File: src/rtl/mips_isa_pkg.sv
// MIPS ISA constants shared by the instruction encoder and the control decoder:
// mnemonic codes, primary opcodes, R-type funct codes, REGIMM rt selectors.
package mips_isa_pkg;

    typedef enum logic [4:0] {
        MN_NOP   = 5'd0,
        MN_ADD   = 5'd1,
        MN_ADDU  = 5'd2,
        MN_SUB   = 5'd3,
        MN_SUBU  = 5'd4,
        MN_AND   = 5'd5,
        MN_OR    = 5'd6,
        MN_XOR   = 5'd7,
        MN_NOR   = 5'd8,
        MN_SLT   = 5'd9,
        MN_SLL   = 5'd10,
        MN_SRL   = 5'd11,
        MN_JR    = 5'd12,
        MN_JALR  = 5'd13,
        MN_ADDI  = 5'd14,
        MN_ADDIU = 5'd15,
        MN_SLTI  = 5'd16,
        MN_ANDI  = 5'd17,
        MN_ORI   = 5'd18,
        MN_XORI  = 5'd19,
        MN_LW    = 5'd20,
        MN_SW    = 5'd21,
        MN_BEQ   = 5'd22,
        MN_BNE   = 5'd23,
        MN_BLTZ  = 5'd24,
        MN_BGEZ  = 5'd25,
        MN_J     = 5'd26,
        MN_JAL   = 5'd27
    } mnem_e;

    localparam logic [5:0] OP_RTYPE  = 6'd0;
    localparam logic [5:0] OP_REGIMM = 6'd1;
    localparam logic [5:0] OP_J      = 6'd2;
    localparam logic [5:0] OP_JAL    = 6'd3;
    localparam logic [5:0] OP_BEQ    = 6'd4;
    localparam logic [5:0] OP_BNE    = 6'd5;
    localparam logic [5:0] OP_ADDI   = 6'd8;
    localparam logic [5:0] OP_ADDIU  = 6'd9;
    localparam logic [5:0] OP_SLTI   = 6'd10;
    localparam logic [5:0] OP_ANDI   = 6'd12;
    localparam logic [5:0] OP_ORI    = 6'd13;
    localparam logic [5:0] OP_XORI   = 6'd14;
    localparam logic [5:0] OP_LW     = 6'd35;
    localparam logic [5:0] OP_SW     = 6'd43;

    localparam logic [5:0] FN_SLL  = 6'h00;
    localparam logic [5:0] FN_SRL  = 6'h02;
    localparam logic [5:0] FN_JR   = 6'h08;
    localparam logic [5:0] FN_JALR = 6'h09;
    localparam logic [5:0] FN_ADD  = 6'h20;
    localparam logic [5:0] FN_ADDU = 6'h21;
    localparam logic [5:0] FN_SUB  = 6'h22;
    localparam logic [5:0] FN_SUBU = 6'h23;
    localparam logic [5:0] FN_AND  = 6'h24;
    localparam logic [5:0] FN_OR   = 6'h25;
    localparam logic [5:0] FN_XOR  = 6'h26;
    localparam logic [5:0] FN_NOR  = 6'h27;
    localparam logic [5:0] FN_SLT  = 6'h2A;

    localparam logic [4:0] RT_BLTZ = 5'd0;
    localparam logic [4:0] RT_BGEZ = 5'd1;

    function automatic logic [31:0] pack_r(logic [4:0] rs, logic [4:0] rt, logic [4:0] rd,
                                           logic [4:0] sh, logic [5:0] fn);
        return {OP_RTYPE, rs, rt, rd, sh, fn};
    endfunction

    function automatic logic [31:0] pack_i(logic [5:0] op, logic [4:0] rs, logic [4:0] rt,
                                           logic [15:0] imm);
        return {op, rs, rt, imm};
    endfunction

endpackage

File: src/rtl/instr_field_packer.sv
// Combinational mnemonic + fields -> 32-bit MIPS word, with an illegal-mnemonic flag.
// Unused fields are forced to zero so every word decodes back to exactly one operation.
module instr_field_packer
    import mips_isa_pkg::*;
(
    input  logic [4:0]  mnem_i,
    input  logic [4:0]  rs_i,
    input  logic [4:0]  rt_i,
    input  logic [4:0]  rd_i,
    input  logic [4:0]  shamt_i,
    input  logic [25:0] imm_i,
    output logic [31:0] word_o,
    output logic        illegal_o
);

    always_comb begin
        word_o    = 32'h0;
        illegal_o = 1'b0;
        case (mnem_i)
            MN_NOP:   word_o = 32'h0;
            MN_ADD:   word_o = pack_r(rs_i, rt_i, rd_i, 5'd0, FN_ADD);
            MN_ADDU:  word_o = pack_r(rs_i, rt_i, rd_i, 5'd0, FN_ADDU);
            MN_SUB:   word_o = pack_r(rs_i, rt_i, rd_i, 5'd0, FN_SUB);
            MN_SUBU:  word_o = pack_r(rs_i, rt_i, rd_i, 5'd0, FN_SUBU);
            MN_AND:   word_o = pack_r(rs_i, rt_i, rd_i, 5'd0, FN_AND);
            MN_OR:    word_o = pack_r(rs_i, rt_i, rd_i, 5'd0, FN_OR);
            MN_XOR:   word_o = pack_r(rs_i, rt_i, rd_i, 5'd0, FN_XOR);
            MN_NOR:   word_o = pack_r(rs_i, rt_i, rd_i, 5'd0, FN_NOR);
            MN_SLT:   word_o = pack_r(rs_i, rt_i, rd_i, 5'd0, FN_SLT);
            MN_SLL:   word_o = pack_r(5'd0, rt_i, rd_i, shamt_i, FN_SLL);
            MN_SRL:   word_o = pack_r(5'd0, rt_i, rd_i, shamt_i, FN_SRL);
            MN_JR:    word_o = pack_r(rs_i, 5'd0, 5'd0, 5'd0, FN_JR);
            MN_JALR:  word_o = pack_r(rs_i, 5'd0, rd_i, 5'd0, FN_JALR);
            MN_ADDI:  word_o = pack_i(OP_ADDI,  rs_i, rt_i, imm_i[15:0]);
            MN_ADDIU: word_o = pack_i(OP_ADDIU, rs_i, rt_i, imm_i[15:0]);
            MN_SLTI:  word_o = pack_i(OP_SLTI,  rs_i, rt_i, imm_i[15:0]);
            MN_ANDI:  word_o = pack_i(OP_ANDI,  rs_i, rt_i, imm_i[15:0]);
            MN_ORI:   word_o = pack_i(OP_ORI,   rs_i, rt_i, imm_i[15:0]);
            MN_XORI:  word_o = pack_i(OP_XORI,  rs_i, rt_i, imm_i[15:0]);
            MN_LW:    word_o = pack_i(OP_LW,    rs_i, rt_i, imm_i[15:0]);
            MN_SW:    word_o = pack_i(OP_SW,    rs_i, rt_i, imm_i[15:0]);
            MN_BEQ:   word_o = pack_i(OP_BEQ,   rs_i, rt_i, imm_i[15:0]);
            MN_BNE:   word_o = pack_i(OP_BNE,   rs_i, rt_i, imm_i[15:0]);
            // REGIMM branches select the condition through the rt field
            MN_BLTZ:  word_o = pack_i(OP_REGIMM, rs_i, RT_BLTZ, imm_i[15:0]);
            MN_BGEZ:  word_o = pack_i(OP_REGIMM, rs_i, RT_BGEZ, imm_i[15:0]);
            MN_J:     word_o = {OP_J, imm_i};
            MN_JAL:   word_o = {OP_JAL, imm_i};
            default:  illegal_o = 1'b1;
        endcase
    end

endmodule

File: src/rtl/mips_instr_encoder.sv
// Program loader: accepts symbolic instructions, writes encoded words to consecutive
// addresses from 0; one word per cycle, write strobe one cycle after accept.
module mips_instr_encoder
    import mips_isa_pkg::*;
#(
    parameter int ADDR_W = 8
) (
    input  logic              clk,
    input  logic              reset,
    input  logic              start,
    input  logic              in_valid,
    output logic              in_ready,
    input  logic [4:0]        in_mnem,
    input  logic [4:0]        in_rs,
    input  logic [4:0]        in_rt,
    input  logic [4:0]        in_rd,
    input  logic [4:0]        in_shamt,
    input  logic [25:0]       in_imm,
    input  logic              in_last,
    output logic              imem_we,
    output logic [ADDR_W-1:0] imem_addr,
    output logic [31:0]       imem_wdata,
    output logic [ADDR_W:0]   word_count,
    output logic              done,
    output logic              err
);

    typedef enum logic [1:0] {S_IDLE, S_LOAD, S_DONE, S_ERROR} state_e;

    state_e            state_q, state_d;
    logic [ADDR_W-1:0] ptr_q, ptr_d;
    logic [ADDR_W:0]   cnt_q, cnt_d;
    logic              done_q, done_d;
    logic              err_q, err_d;
    logic              ready_q, ready_d;
    logic              we_q, we_d;
    logic [ADDR_W-1:0] addr_q, addr_d;
    logic [31:0]       wdata_q, wdata_d;

    logic [31:0] enc_word;
    logic        enc_illegal;

    instr_field_packer u_packer (
        .mnem_i    (in_mnem),
        .rs_i      (in_rs),
        .rt_i      (in_rt),
        .rd_i      (in_rd),
        .shamt_i   (in_shamt),
        .imm_i     (in_imm),
        .word_o    (enc_word),
        .illegal_o (enc_illegal)
    );

    always_comb begin
        state_d = state_q;
        ptr_d   = ptr_q;
        cnt_d   = cnt_q;
        done_d  = done_q;
        err_d   = err_q;
        we_d    = 1'b0;
        addr_d  = addr_q;
        wdata_d = wdata_q;
        case (state_q)
            S_LOAD: begin
                if (in_valid && ready_q) begin
                    if (enc_illegal) begin
                        state_d = S_ERROR;
                        err_d   = 1'b1;
                    end else begin
                        we_d    = 1'b1;
                        addr_d  = ptr_q;
                        wdata_d = enc_word;
                        cnt_d   = cnt_q + (ADDR_W+1)'(1);
                        // last address terminates the session instead of wrapping
                        if (ptr_q == {ADDR_W{1'b1}} || in_last) begin
                            state_d = S_DONE;
                            done_d  = 1'b1;
                        end
                        if (ptr_q != {ADDR_W{1'b1}}) begin
                            ptr_d = ptr_q + ADDR_W'(1);
                        end
                    end
                end
            end
            default: begin
                if (start) begin
                    state_d = S_LOAD;
                    ptr_d   = '0;
                    cnt_d   = '0;
                    done_d  = 1'b0;
                    err_d   = 1'b0;
                end
            end
        endcase
        ready_d = (state_d == S_LOAD);
    end

    always_ff @(posedge clk or posedge reset) begin
        if (reset) begin
            state_q <= S_IDLE;
            ptr_q   <= '0;
            cnt_q   <= '0;
            done_q  <= 1'b0;
            err_q   <= 1'b0;
            ready_q <= 1'b0;
            we_q    <= 1'b0;
            addr_q  <= '0;
            wdata_q <= 32'h0;
        end else begin
            state_q <= state_d;
            ptr_q   <= ptr_d;
            cnt_q   <= cnt_d;
            done_q  <= done_d;
            err_q   <= err_d;
            ready_q <= ready_d;
            we_q    <= we_d;
            addr_q  <= addr_d;
            wdata_q <= wdata_d;
        end
    end

    assign in_ready   = ready_q;
    assign imem_we    = we_q;
    assign imem_addr  = addr_q;
    assign imem_wdata = wdata_q;
    assign word_count = cnt_q;
    assign done       = done_q;
    assign err        = err_q;

endmodule

File: config.mk
export PLATFORM = sky130hd
export DESIGN_NAME = mips_instr_encoder
export DESIGN_NICKNAME = d
export VERILOG_FILES = /design/src/rtl/mips_isa_pkg.sv /design/src/rtl/instr_field_packer.sv /design/src/rtl/mips_instr_encoder.sv
export SDC_FILE = /design/constraint.sdc
export NUM_CORES = 1
export LEC_CHECK = 0
export BUFFER_PORTS_ARGS = -buffer_cell sky130_fd_sc_hd__buf_4
export CAP_MARGIN = 5
export CORE_MARGIN = 4
export CORE_UTILIZATION = 35
export DETAILED_ROUTE_END_ITERATION = 10
export PLACE_DENSITY = 0.6
export SYNTH_ARGS = -nofsm -noshare
export SYNTH_HDL_FRONTEND = slang
export SYNTH_SLANG_ARGS = --single-unit
File: constraint.sdc
create_clock -name clk -period 2.2 [get_ports clk]
set_input_delay 0.33 -clock clk [delete_from_list [all_inputs] [get_ports clk]]
set_output_delay 0.33 -clock clk [all_outputs]
set_load 0.02 [all_outputs]
==> impl_metrics.env <==
export IMPL_setup_tns_ns=0
export IMPL_clock_skew_ns=0.00740
export IMPL_synth_edf_count=0
export IMPL_ys_types=69
export IMPL_syn_avg_cell_area_um2=9.48
export IMPL_n_antenna_cell=0
export IMPL_required_ns=2.41
export IMPL_synth_warnings=0
export IMPL_timing_final_max_slew_violations=0
export IMPL_final_setup_viol_count=0
export IMPL_grt_setup_unrepaired="no"
export IMPL_critPathArrivalTime_ns=2.13
export IMPL_postSynthCellCount=351
export IMPL_hold_viol_final=0
export IMPL_grt_pass1_wl_mm=15.1
export IMPL_ys_seq_area_share_pct=46.6
export IMPL_relSlewSlack_pct=51.9
export IMPL_wl_per_cell_um=15.8
export IMPL_num_rows=35
export IMPL_grtUsageTotal_pct=16.7
export IMPL_insertion_delay_ns=0.34
export IMPL_die_width_um=106
export IMPL_fillers=899
export IMPL_crit_type="flop to flop"
export IMPL_synthTopCellsByCount="dfrtp_1 (62), nand2_1 (57), o21ai_0 (29), a21oi_1 (16), and2_1 (14)"
export IMPL_core_um2=9240
export IMPL_hp_class="primary input to asynchronous set/reset pin"
export IMPL_use_met3_pct=4.65
export IMPL_synth_main_ff_cell="dfrtp_1"
export IMPL_rr_startpoint="state_q[1]"
export IMPL_met1_usage_pct=22.6
export IMPL_worst_pin_slew_ns=0.719
export IMPL_yosys_area_top_type_share_pct=46.6
export IMPL_busiest_layer="met2"
export IMPL_start_util_pct=36.0
export IMPL_die_area_um2=11100
export IMPL_area_growth_pct=34.0
export IMPL_cts_root_buf="clkbuf_8"
export IMPL_power_frac_seq_pct=36.7
export IMPL_p_int_uw=3140
export IMPL_p_comb_share_pct=40.7
export IMPL_dpl_hpwl_mm=6.74
export IMPL_ant_nets=0
export IMPL_p_switching_uw=1930
export IMPL_pin_count=109
export IMPL_antenna_found_initial=0
export IMPL_synth_area_leaders="dfrtp_1 (47%), nand2_1 (6.4%), o21ai_0 (4.4%)"
export IMPL_swShare_pct=38.1
export IMPL_htree_levels=3
export IMPL_grt_pass1_vias=2976
export IMPL_outcome="finished clean"
export IMPL_syn_area_um2=3330
export IMPL_drive_gt1_share_pct=32.5
export IMPL_die_h_um=106
export IMPL_use_met2_pct=25.5
export IMPL_post_cts_resized=0
export IMPL_syn_nets=409
export IMPL_fmax_mhz=522
export IMPL_drt_total_wl_mm=9.25
export IMPL_critPathMaxFanout=22
export IMPL_powerDensity_nw_per_um2=1140
export IMPL_final_cells=587
export IMPL_post_synth_top_count_cell="dfrtp_1"
export IMPL_drtIter0Drc=129
export IMPL_clk_pin_slew_ns=0.07
export IMPL_vdd_drop_max_mv=0.540
export IMPL_ys_ff_latch=62
export IMPL_grt_overflow=0
export IMPL_crit_path_start_kind="flop"
export IMPL_fin_total_pwr_uw=5070
export IMPL_drc=0
export IMPL_clockBufferDepth=2
export IMPL_avgViaCountPerCell=5.21
export IMPL_leakage_uw=0.00213
export IMPL_io_buffers=107
export IMPL_grt_max_degree=63
export IMPL_period_minus_slack_ns=1.92
export IMPL_cap_violations=0
export IMPL_cts_setup_buffers=0
export IMPL_pwr_share_clk_pct=22.6
export IMPL_cts_sinks=62
export IMPL_num_vias=3061
export IMPL_async_reset_ff_share_pct=100
export IMPL_placed_cells=571
export IMPL_gp_congestion=0.818
export IMPL_nets=511
export IMPL_cts_tree="built"
export IMPL_fin_crit_sh_pct=87.2
export IMPL_cts_made_buffers=9
export IMPL_cts_hold_fix_buffers=0
export IMPL_synth_area_leader_cell="dfrtp_1"
export IMPL_startpoint="state_q[1]"
export IMPL_drt_pass1_iter_count=4
export IMPL_endpoint_kind="flop"
## state kept, by name, indices dropped and copies added, names as in the netlist
| name | count |
|---|---|
| state_q | 2 |
| word_count | 9 |
| ptr_q | 8 |
| imem_addr | 8 |
| err | 1 |
| imem_wdata | 31 |
| imem_we | 1 |
| done | 1 |
| in_ready | 1 |
## worst max-delay path: stages, from the launching register on
cell and delay [ns]:
dfrtp_1 0.41, and4b_2 0.35, nand2_2 0.20, inv_2 0.34, a31oi_1 0.12, or3_1 0.37
## stage by stage
step                util [%]  instance area (µm²)  setup WS [ns]  hold slack, ns
floorplan                  -                 3330          0.329           0.475
global placement        45.8                 4230          0.319           0.428
detailed placement      45.8                 4230          0.279           0.431
CTS                     48.3                 4460          0.270          0.0567
global route            48.3                 4460          0.115          0.0769
finish                  48.3                 4460          0.283          0.0603
## metal layers
layer / up-vias / wire length [µm] / part of all wire [%]
li1: 1495 / - / -
met1: 1472 / 4240 / 46
met2: 86 / 4390 / 47
met3: 8 / 517 / 5.6
met4: 0 / 93 / 1.0
met5: - / 0 / 0
## path summary, 6_finish.rpt
kind | end | cells after the start | slack, ns
setup / recovery | ptr_q[7] | 5 | 0.28
hold / removal | imem_addr[5] | 3 | 0.06
hold reg to reg | imem_wdata[10] | 2 | 0.48
max in group asynchronous | word_count[8] | 3 | 1.87
setup reg to reg | ptr_q[7] | 5 | 0.28
min in group clk | imem_wdata[17] | 2 | 0.22
## layout by cell type (no fill, tap or decap), types with 4 or more instances in the layout
master	instances
and2_1	14
nand2b_1	7
inv_1	5
nor2b_1	5
a21oi_1	16
a22oi_1	6
o21ai_0	29
o31ai_1	4
buf_4	113
nor3_1	9
dfrtp_1	62
nand3_1	12
nor2_1	10
a31oi_1	4
clkbuf_8	10
a32o_1	8
a221o_1	10
nand2_1	57
a211o_1	4
## cells by family after synthesis
kind of cell | Yosys count | synth area share, %
simple gates | 142 | 22.9
compound gates | 107 | 23.1
flops | 62 | 46.6
buf+inv | 31 | 4.81
mux | 4 | 1.24
fa+ha+maj | 2 | 0.752
xor+xnor | 2 | 0.526
other cells | 1 | 0.113
## layout make-up
class	instances	area (µm²)	area share (%)
inverter	8	30.0	0.673
clock buffer	10	138	3.09
sequential	62	1550	34.8
timing repair buffer	114	868	19.5
clock inverter	6	93.8	2.10
tap	129	161	3.62
multi-input combinational	258	1620	36.3
## power by group through the flow
stage	registers, µW	clock network (µW)	logic [µW]
floorplan	2260	0	796
global placement	1870	0	2080
detailed placement	1870	0	2100
CTS	1860	1190	2100
global route	1920	1230	2250
finish	1860	1150	2060
(Power assumes the default switching activity.)
